`config.mk`:
```
export PLATFORM = sky130hd
export DESIGN_NAME = minimig_autoconfig_ctrl
export DESIGN_NICKNAME = d
export VERILOG_FILES = /design/src/rtl/minimig_autoconfig_pkg.sv /design/src/rtl/minimig_autoconfig_ctrl.sv
export SDC_FILE = /design/constraint.sdc
export NUM_CORES = 1
export LEC_CHECK = 0
export ABC_AREA = 1
export CAP_MARGIN = 10
export CORE_ASPECT_RATIO = 0.6
export CORE_MARGIN = 3
export CORE_UTILIZATION = 47
export DETAILED_ROUTE_END_ITERATION = 10
export GPL_TIMING_DRIVEN = 1
export PLACE_DENSITY_LB_ADDON = 0.08
export SLEW_MARGIN = 40
export SYNTH_ARGS = -nofsm -noshare
export SYNTH_HDL_FRONTEND = slang
export SYNTH_SLANG_ARGS = --single-unit
```
`constraint.sdc`:
```
create_clock -name clk -period 4.45 [get_ports clk]
set_clock_uncertainty 0.1 [all_clocks]
set_input_delay 0.89 -clock clk [delete_from_list [all_inputs] [get_ports clk]]
set_output_delay 0.89 -clock clk [all_outputs]
set_load 0.02 [all_outputs]
```
`src/rtl/minimig_autoconfig_pkg.sv`:
```
// Shared types and constants for the Minimig Zorro autoconfig controller:
// FSM state encoding, board slot indices, autoconfig register offsets and
// the ZII size nibbles patched into the configuration ROM at start-up.
package minimig_autoconfig_pkg;

    typedef enum logic [2:0] {
        INIT,
        SEEK,
        IDLE,
        RD1,
        RD2,
        ACK,
        DONE
    } state_t;

    // Board slot indices; the slot number also selects the ROM page.
    localparam logic [1:0] BOARD_ZII = 2'd0;
    localparam logic [1:0] BOARD_Z3  = 2'd1;
    localparam logic [1:0] BOARD_Z3B = 2'd2;
    localparam logic [1:0] BOARD_ETH = 2'd3;

    // Autoconfig register byte offsets inside $E8xxxx.
    localparam logic [6:0] REG_Z3_BASE = 7'h44;
    localparam logic [6:0] REG_BASE_HI = 7'h48;
    localparam logic [6:0] REG_BASE_LO = 7'h4A;
    localparam logic [6:0] REG_SHUTUP  = 7'h4C;

    // Size nibble patched into the ZII board's er_Type field.
    localparam logic [3:0] SIZE_NIB_NONE = 4'b0000;
    localparam logic [3:0] SIZE_NIB_2MB  = 4'b0110;
    localparam logic [3:0] SIZE_NIB_4MB  = 4'b0111;
    localparam logic [3:0] SIZE_NIB_8MB  = 4'b0000;

    // ROM location of the ZII size nibble (board 0, offset 'h02).
    localparam logic [8:0] ROM_SIZE_IDX = 9'h001;

    function automatic logic [3:0] size_nibble(input logic [1:0] sz);
        logic [3:0] nib;
        case (sz)
            2'b01:   nib = SIZE_NIB_2MB;
            2'b10:   nib = SIZE_NIB_4MB;
            2'b11:   nib = SIZE_NIB_8MB;
            default: nib = SIZE_NIB_NONE;
        endcase
        return nib;
    endfunction

endpackage

```
`src/rtl/minimig_autoconfig_ctrl.sv`:
```
// Minimig autoconfig controller: walks the chain of enabled boards (ZII RAM,
// ZIII RAM, ZIII RAM2 and optionally ETH), serves CPU reads of $E8xxxx from
// an external nibble ROM and latches the base addresses software assigns.
// Optional feature macro: AUTOCONFIG_ETH_EN offers board 3 (ETH, ROM page 'hC0).
module minimig_autoconfig_ctrl
    import minimig_autoconfig_pkg::*;
(
    input  logic        clk,
    input  logic        reset,
    input  logic        req,
    input  logic        rw,
    input  logic [6:0]  addr,
    input  logic [15:0] wdata,
    output logic [15:0] rdata,
    output logic        ack,
    input  logic [3:0]  board_en,
    input  logic [1:0]  z2_size,
    output logic [8:0]  rom_a_read,
    input  logic [3:0]  rom_q,
    output logic [8:0]  rom_a_write,
    output logic [3:0]  rom_d,
    output logic        rom_we,
    output logic [7:0]  z2_base,
    output logic [15:0] z3_base,
    output logic [15:0] z3b_base,
    output logic [15:0] eth_base,
    output logic [3:0]  cfg_valid,
    output logic        config_done
);

`ifdef AUTOCONFIG_ETH_EN
    localparam logic [3:0] VALID_MASK = 4'b1111;
`else
    localparam logic [3:0] VALID_MASK = 4'b0111;
`endif

    state_t      state_reg;
    logic [1:0]  cur_reg;
    logic [3:0]  configured_reg;
    logic [3:0]  cfg_valid_reg;
    logic [3:0]  z2_lo_reg;
    logic [7:0]  z2_base_reg;
    logic [15:0] z3_base_reg;
    logic [15:0] z3b_base_reg;
    logic [15:0] rdata_reg;
    logic        ack_reg;
    logic        config_done_reg;
    logic [8:0]  rom_a_read_reg;

    logic [3:0]  board_allowed;
    logic [3:0]  pending;
    logic [1:0]  next_board;
    logic        next_found;
    logic [5:0]  reg_sel;
    logic        unused_addr_lsb;

    // Bit 0 of the byte offset never selects a register.
    assign reg_sel         = addr[6:1];
    assign unused_addr_lsb = addr[0];

    // Board 0 only exists when a ZII size is configured.
    assign board_allowed[BOARD_ZII] = board_en[BOARD_ZII] & (z2_size != 2'b00);

    genvar gi;
    generate
        for (gi = 1; gi < 3; gi++) begin : g_z3_allowed
            assign board_allowed[gi] = board_en[gi];
        end
    endgenerate

`ifdef AUTOCONFIG_ETH_EN
    logic [15:0] eth_base_reg;
    assign board_allowed[BOARD_ETH] = board_en[BOARD_ETH];
    assign eth_base                 = eth_base_reg;
`else
    logic unused_eth_en;
    assign unused_eth_en            = board_en[BOARD_ETH];
    assign board_allowed[BOARD_ETH] = 1'b0;
    assign eth_base                 = 16'h0000;
`endif

    assign pending = board_allowed & ~configured_reg;

    // Lowest-numbered board still waiting for configuration.
    always_comb begin
        next_board = 2'd0;
        next_found = 1'b0;
        for (int i = 3; i >= 0; i--) begin
            if (pending[i]) begin
                next_board = 2'(i);
                next_found = 1'b1;
            end
        end
    end

    // Main controller FSM with registered bus and configuration outputs.
    always_ff @(posedge clk) begin
        if (reset) begin
            state_reg       <= INIT;
            cur_reg         <= BOARD_ZII;
            configured_reg  <= 4'b0000;
            cfg_valid_reg   <= 4'b0000;
            z2_lo_reg       <= 4'h0;
            z2_base_reg     <= 8'h00;
            z3_base_reg     <= 16'h0000;
            z3b_base_reg    <= 16'h0000;
`ifdef AUTOCONFIG_ETH_EN
            eth_base_reg    <= 16'h0000;
`endif
            rdata_reg       <= 16'hFFFF;
            ack_reg         <= 1'b0;
            config_done_reg <= 1'b0;
            rom_a_read_reg  <= 9'h000;
        end else begin
            ack_reg <= 1'b0;
            case (state_reg)
                INIT: state_reg <= SEEK;

                SEEK: begin
                    if (next_found) begin
                        cur_reg   <= next_board;
                        state_reg <= IDLE;
                    end else begin
                        config_done_reg <= 1'b1;
                        state_reg       <= DONE;
                    end
                end

                IDLE: begin
                    if (req && rw) begin
                        rom_a_read_reg <= {1'b0, cur_reg, reg_sel};
                        state_reg      <= RD1;
                    end else if (req) begin
                        ack_reg <= 1'b1;
                        if (reg_sel == REG_SHUTUP[6:1]) begin
                            configured_reg[cur_reg] <= 1'b1;
                            state_reg               <= SEEK;
                        end else if (cur_reg == BOARD_ZII) begin
                            if (reg_sel == REG_BASE_LO[6:1]) begin
                                z2_lo_reg <= wdata[15:12];
                            end else if (reg_sel == REG_BASE_HI[6:1]) begin
                                z2_base_reg                  <= {wdata[15:12], z2_lo_reg};
                                cfg_valid_reg[BOARD_ZII]     <= 1'b1;
                                configured_reg[BOARD_ZII]    <= 1'b1;
                                state_reg                    <= SEEK;
                            end
                        end else if (reg_sel == REG_Z3_BASE[6:1]) begin
                            case (cur_reg)
                                BOARD_Z3:  z3_base_reg  <= wdata;
                                BOARD_Z3B: z3b_base_reg <= wdata;
`ifdef AUTOCONFIG_ETH_EN
                                BOARD_ETH: eth_base_reg <= wdata;
`endif
                                default: ;
                            endcase
                            cfg_valid_reg[cur_reg]  <= 1'b1;
                            configured_reg[cur_reg] <= 1'b1;
                            state_reg               <= SEEK;
                        end
                    end
                end

                RD1: state_reg <= RD2;

                // The ROM has had the index for two cycles; its nibble is settled.
                RD2: begin
                    rdata_reg <= {rom_q, 12'hFFF};
                    ack_reg   <= 1'b1;
                    state_reg <= ACK;
                end

                ACK: state_reg <= IDLE;

                DONE: begin
                    if (req) begin
                        rdata_reg <= 16'hFFFF;
                        ack_reg   <= 1'b1;
                    end
                end

                default: state_reg <= INIT;
            endcase
        end
    end

    // The size patch must land in the single INIT cycle, so the write strobe
    // follows the state directly and is held off while reset is asserted.
    assign rom_we      = (state_reg == INIT) & ~reset;
    assign rom_a_write = ROM_SIZE_IDX;
    assign rom_d       = size_nibble(z2_size);

    assign rdata       = rdata_reg;
    assign ack         = ack_reg;
    assign rom_a_read  = rom_a_read_reg;
    assign z2_base     = z2_base_reg;
    assign z3_base     = z3_base_reg;
    assign z3b_base    = z3b_base_reg;
    assign cfg_valid   = cfg_valid_reg & VALID_MASK;
    assign config_done = config_done_reg;

endmodule
```
==> run summary <==
Starting Density: 49.9%
CP max stage delay: 0.65 ns
Number of port buffers: 95
Synthesized netlist cell count: 511
Hold WS: 0.356 ns
Setup ws final: 1.01 ns
Fin util: 66.5%
DR WL/cell: 12.1 um
Core Area: 6880 um2
Most common cell on crit path: clkdlybuf4s50_1
Max H-tree Level: 3
CTS clk-pin slew, worst paths: 0.06 ns
Seq/Total Area, Yosys: 40.3%
Post-synth top area share: 40.3%
Worst relative slew slack: 54.8%
Num CTS Buffers: 9
DRT Pass-1 Iters: 4
Final min period: 3.44 ns
Fmax: 291 MHz
Io pins: 138
Worst skew pair latency: 0.33 ns
Status: finished clean
Fin cells: 692
Cell Area, Placed: 4260 um2
Max Cap Viol: 0
Via Count: 3081
Fin. Hold Viols: 0
Total of warnings raised by yosys: 0
Syn Area/Cell: 6.71 um2
Post-Route WL: 8360 um
Top cells by area, synth: dfxtp_1 40%, inv_1 12%, nand2_1 10%
Synthesized area: 3430 um2
First-pass GRT wire length: 13800 um
Vert. Die Dim: 72.2 um
Clk sinks: 69
Switching pwr: 0.435 mW
Root buffer cell: clkbuf_16
Slew Viols, Final: 0
VDD IR-drop max: 0.000213 V
Drt initial violations: 156
Kind of cell adding the most delay to the critical path: buffers and inverters
CP cell instances: clkdlybuf4s50_1 -> nor4_1 -> clkdlybuf4s50_1
Unrepaired setup endpoints after global routing: no
Tcrit/Tclk final: 77.2%
Number of global-route vias before repair: 2887
PD cells: 350 nW/um2
Largest net degree at the start of global routing: 43
Share of cells above drive strength 1: 4.96%
Gp weighted congestion: 0.830
Area grow syn2layout: 33.2%
CP Capture Type: primary output
Crit Path Category: primary input to primary output
WP data arrival: 2.45 ns
Clk buf depth: 2
Die area: 8390 um2
Final setup vio count: 0
HP Class: register to register
Comb power frac: 14.8%
Total power: 1.60 mW
CP Launch Type: primary input
Finished Cell Area: 4570 um2
Antenna fix cells: 0
Crit path buf inv count: 2
GRT Total Usage: 20.9%
# rows: 23
Clock power frac: 44.6%
Crit-path max FO: 12
Distinct cells, synth: 26
# Post-CTS Setup Buffers: 0
Worst EP required: 3.46 ns
Critical path's slowest cell: clkdlybuf4s50_1
Hpwl dp: 6040 um
CTS tree: done
Sequential share of power: 40.6%
Hold Buf Count CTS: 0
Post-route ant nets: 0
Setup total negative slack: 0 ns
Post-Place Cells: 676
Die Span X: 116 um
Actual slew at the worst max-slew pin: 0.676 ns
Internal power: 1.17 mW
Total gr overflow: 0
Initial antenna violation count: 0
Synth area leader: dfxtp_1
Seq cells post-synth: 69
Layout Nets: 639
Post-place setup slack: 0.970 ns
Switching share of total power: 27.2%
PostCTS Resize Cnt: 0
Leak: 2.20 nW
DRC Markers: 0
DR vias/cell: 4.45
## Yosys cell counts
| cell type | n |
|---|---|
| buf_2 | 4 |
| clkbuf_1 | 6 |
| nand3_1 | 42 |
| buf_1 | 3 |
| ha_1 | 2 |
| nor2_8 | 2 |
| inv_2 | 1 |
| nor2_1 | 79 |
| or2_4 | 1 |
| o211ai_1 | 1 |
| buf_6 | 2 |
| a21oi_1 | 18 |
| inv_1 | 108 |
| nor2_2 | 2 |
| nand2_2 | 2 |
| nand4_1 | 2 |
| nor2_4 | 1 |
| buf_4 | 41 |
| dfxtp_1 | 69 |
| o21a_1 | 1 |
| nor4_1 | 1 |
| conb_1 | 2 |
| nand2_1 | 92 |
| o21ai_0 | 25 |
| nand3b_1 | 2 |
| nand2_4 | 2 |
## worst register-to-register path, cell delays in order, from the launching register on
cell and delay, ns:
dfxtp_1 0.44, nor2_1 0.15, nor2_1 0.14, nand3_1 0.23, nor2_8 0.47, nand2_4 0.25
nand2_1 0.11, inv_1 0.04, nor2_1 0.12
## power groups by stage
| stage | logic (mW) | clock network [mW] | registers (mW) |
|---|---|---|---|
| 6_report | 0.236 | 0.714 | 0.650 |
| 5_1_grt | 0.259 | 0.751 | 0.652 |
| 4_1_cts | 0.233 | 0.721 | 0.649 |
| 3_5_place_dp | 0.232 | 0 | 0.662 |
| 3_3_place_gp | 0.228 | 0 | 0.661 |
| 2_1_floorplan | 0.163 | 0 | 0.672 |
## worst paths after layout
path / start / end / slack (ns) / depth (start not counted)
max: reset / rom_we / 1.01 / 3
min: configured_reg[2]$_SDFFE_PP0P_ / configured_reg[2]$_SDFFE_PP0P_ / 0.36 / 2
max reg2reg: cur_reg[0]$_SDFFE_PP0P_ / z3_base[7]$_SDFFE_PP0P_ / 2.33 / 8
min reg2reg: configured_reg[2]$_SDFFE_PP0P_ / configured_reg[2]$_SDFFE_PP0P_ / 0.36 / 2
## layout by cell type, fill, tap and decap left out
cell type,netlist,layout
clkbuf_8,0,1
buf_4,41,1
nand2_4,2,2
bufinv_16,0,1
clkbuf_16,0,9
o21ai_0,25,25
ha_1,2,2
dfxtp_1,69,69
nand2_1,92,92
nand3b_1,2,2
nor2_8,2,2
nor2_4,1,3
a21oi_1,18,18
inv_1,108,107
nand3_1,42,42
nor4_1,1,1
nand4_1,2,2
clkinv_2,0,2
clkdlybuf4s50_1,0,95
nor2_2,2,1
clkinvlp_4,0,3
conb_1,2,40
nand2_2,2,2
o21a_1,1,1
inv_2,1,2
nor2_1,79,78
or2_4,1,1
o211ai_1,1,1
## per-layer routing
metal,global-route usage (%),vias to the layer above,wire [um]
li1,-,1619,-
met1,29.4,1353,4180
met2,30.6,103,3450
met3,8.00,6,682
met4,4.76,0,42
met5,0,-,0
## layout make-up
cell class / count / area (um2)
multi-input cells: 315 / 1410
fillers: 615 / 2310
inverters: 109 / 409
well taps: 87 / 109
clock buffers: 10 / 239
clock inverters: 6 / 62.6
flip-flops and latches: 69 / 1380
repair buffers: 96 / 958
## logic make-up (layout without fill, tap and decap cells)
logic type	Yosys count	after routing	synth area share [%]
compound gates	45	45	6.71
buf+inv	165	221	23.1
flops	69	69	40.3
other cells	2	40	0.219
simple gates	228	228	29.0
fa+ha+maj	2	2	0.729
Power figures use the tool's default switching activity.
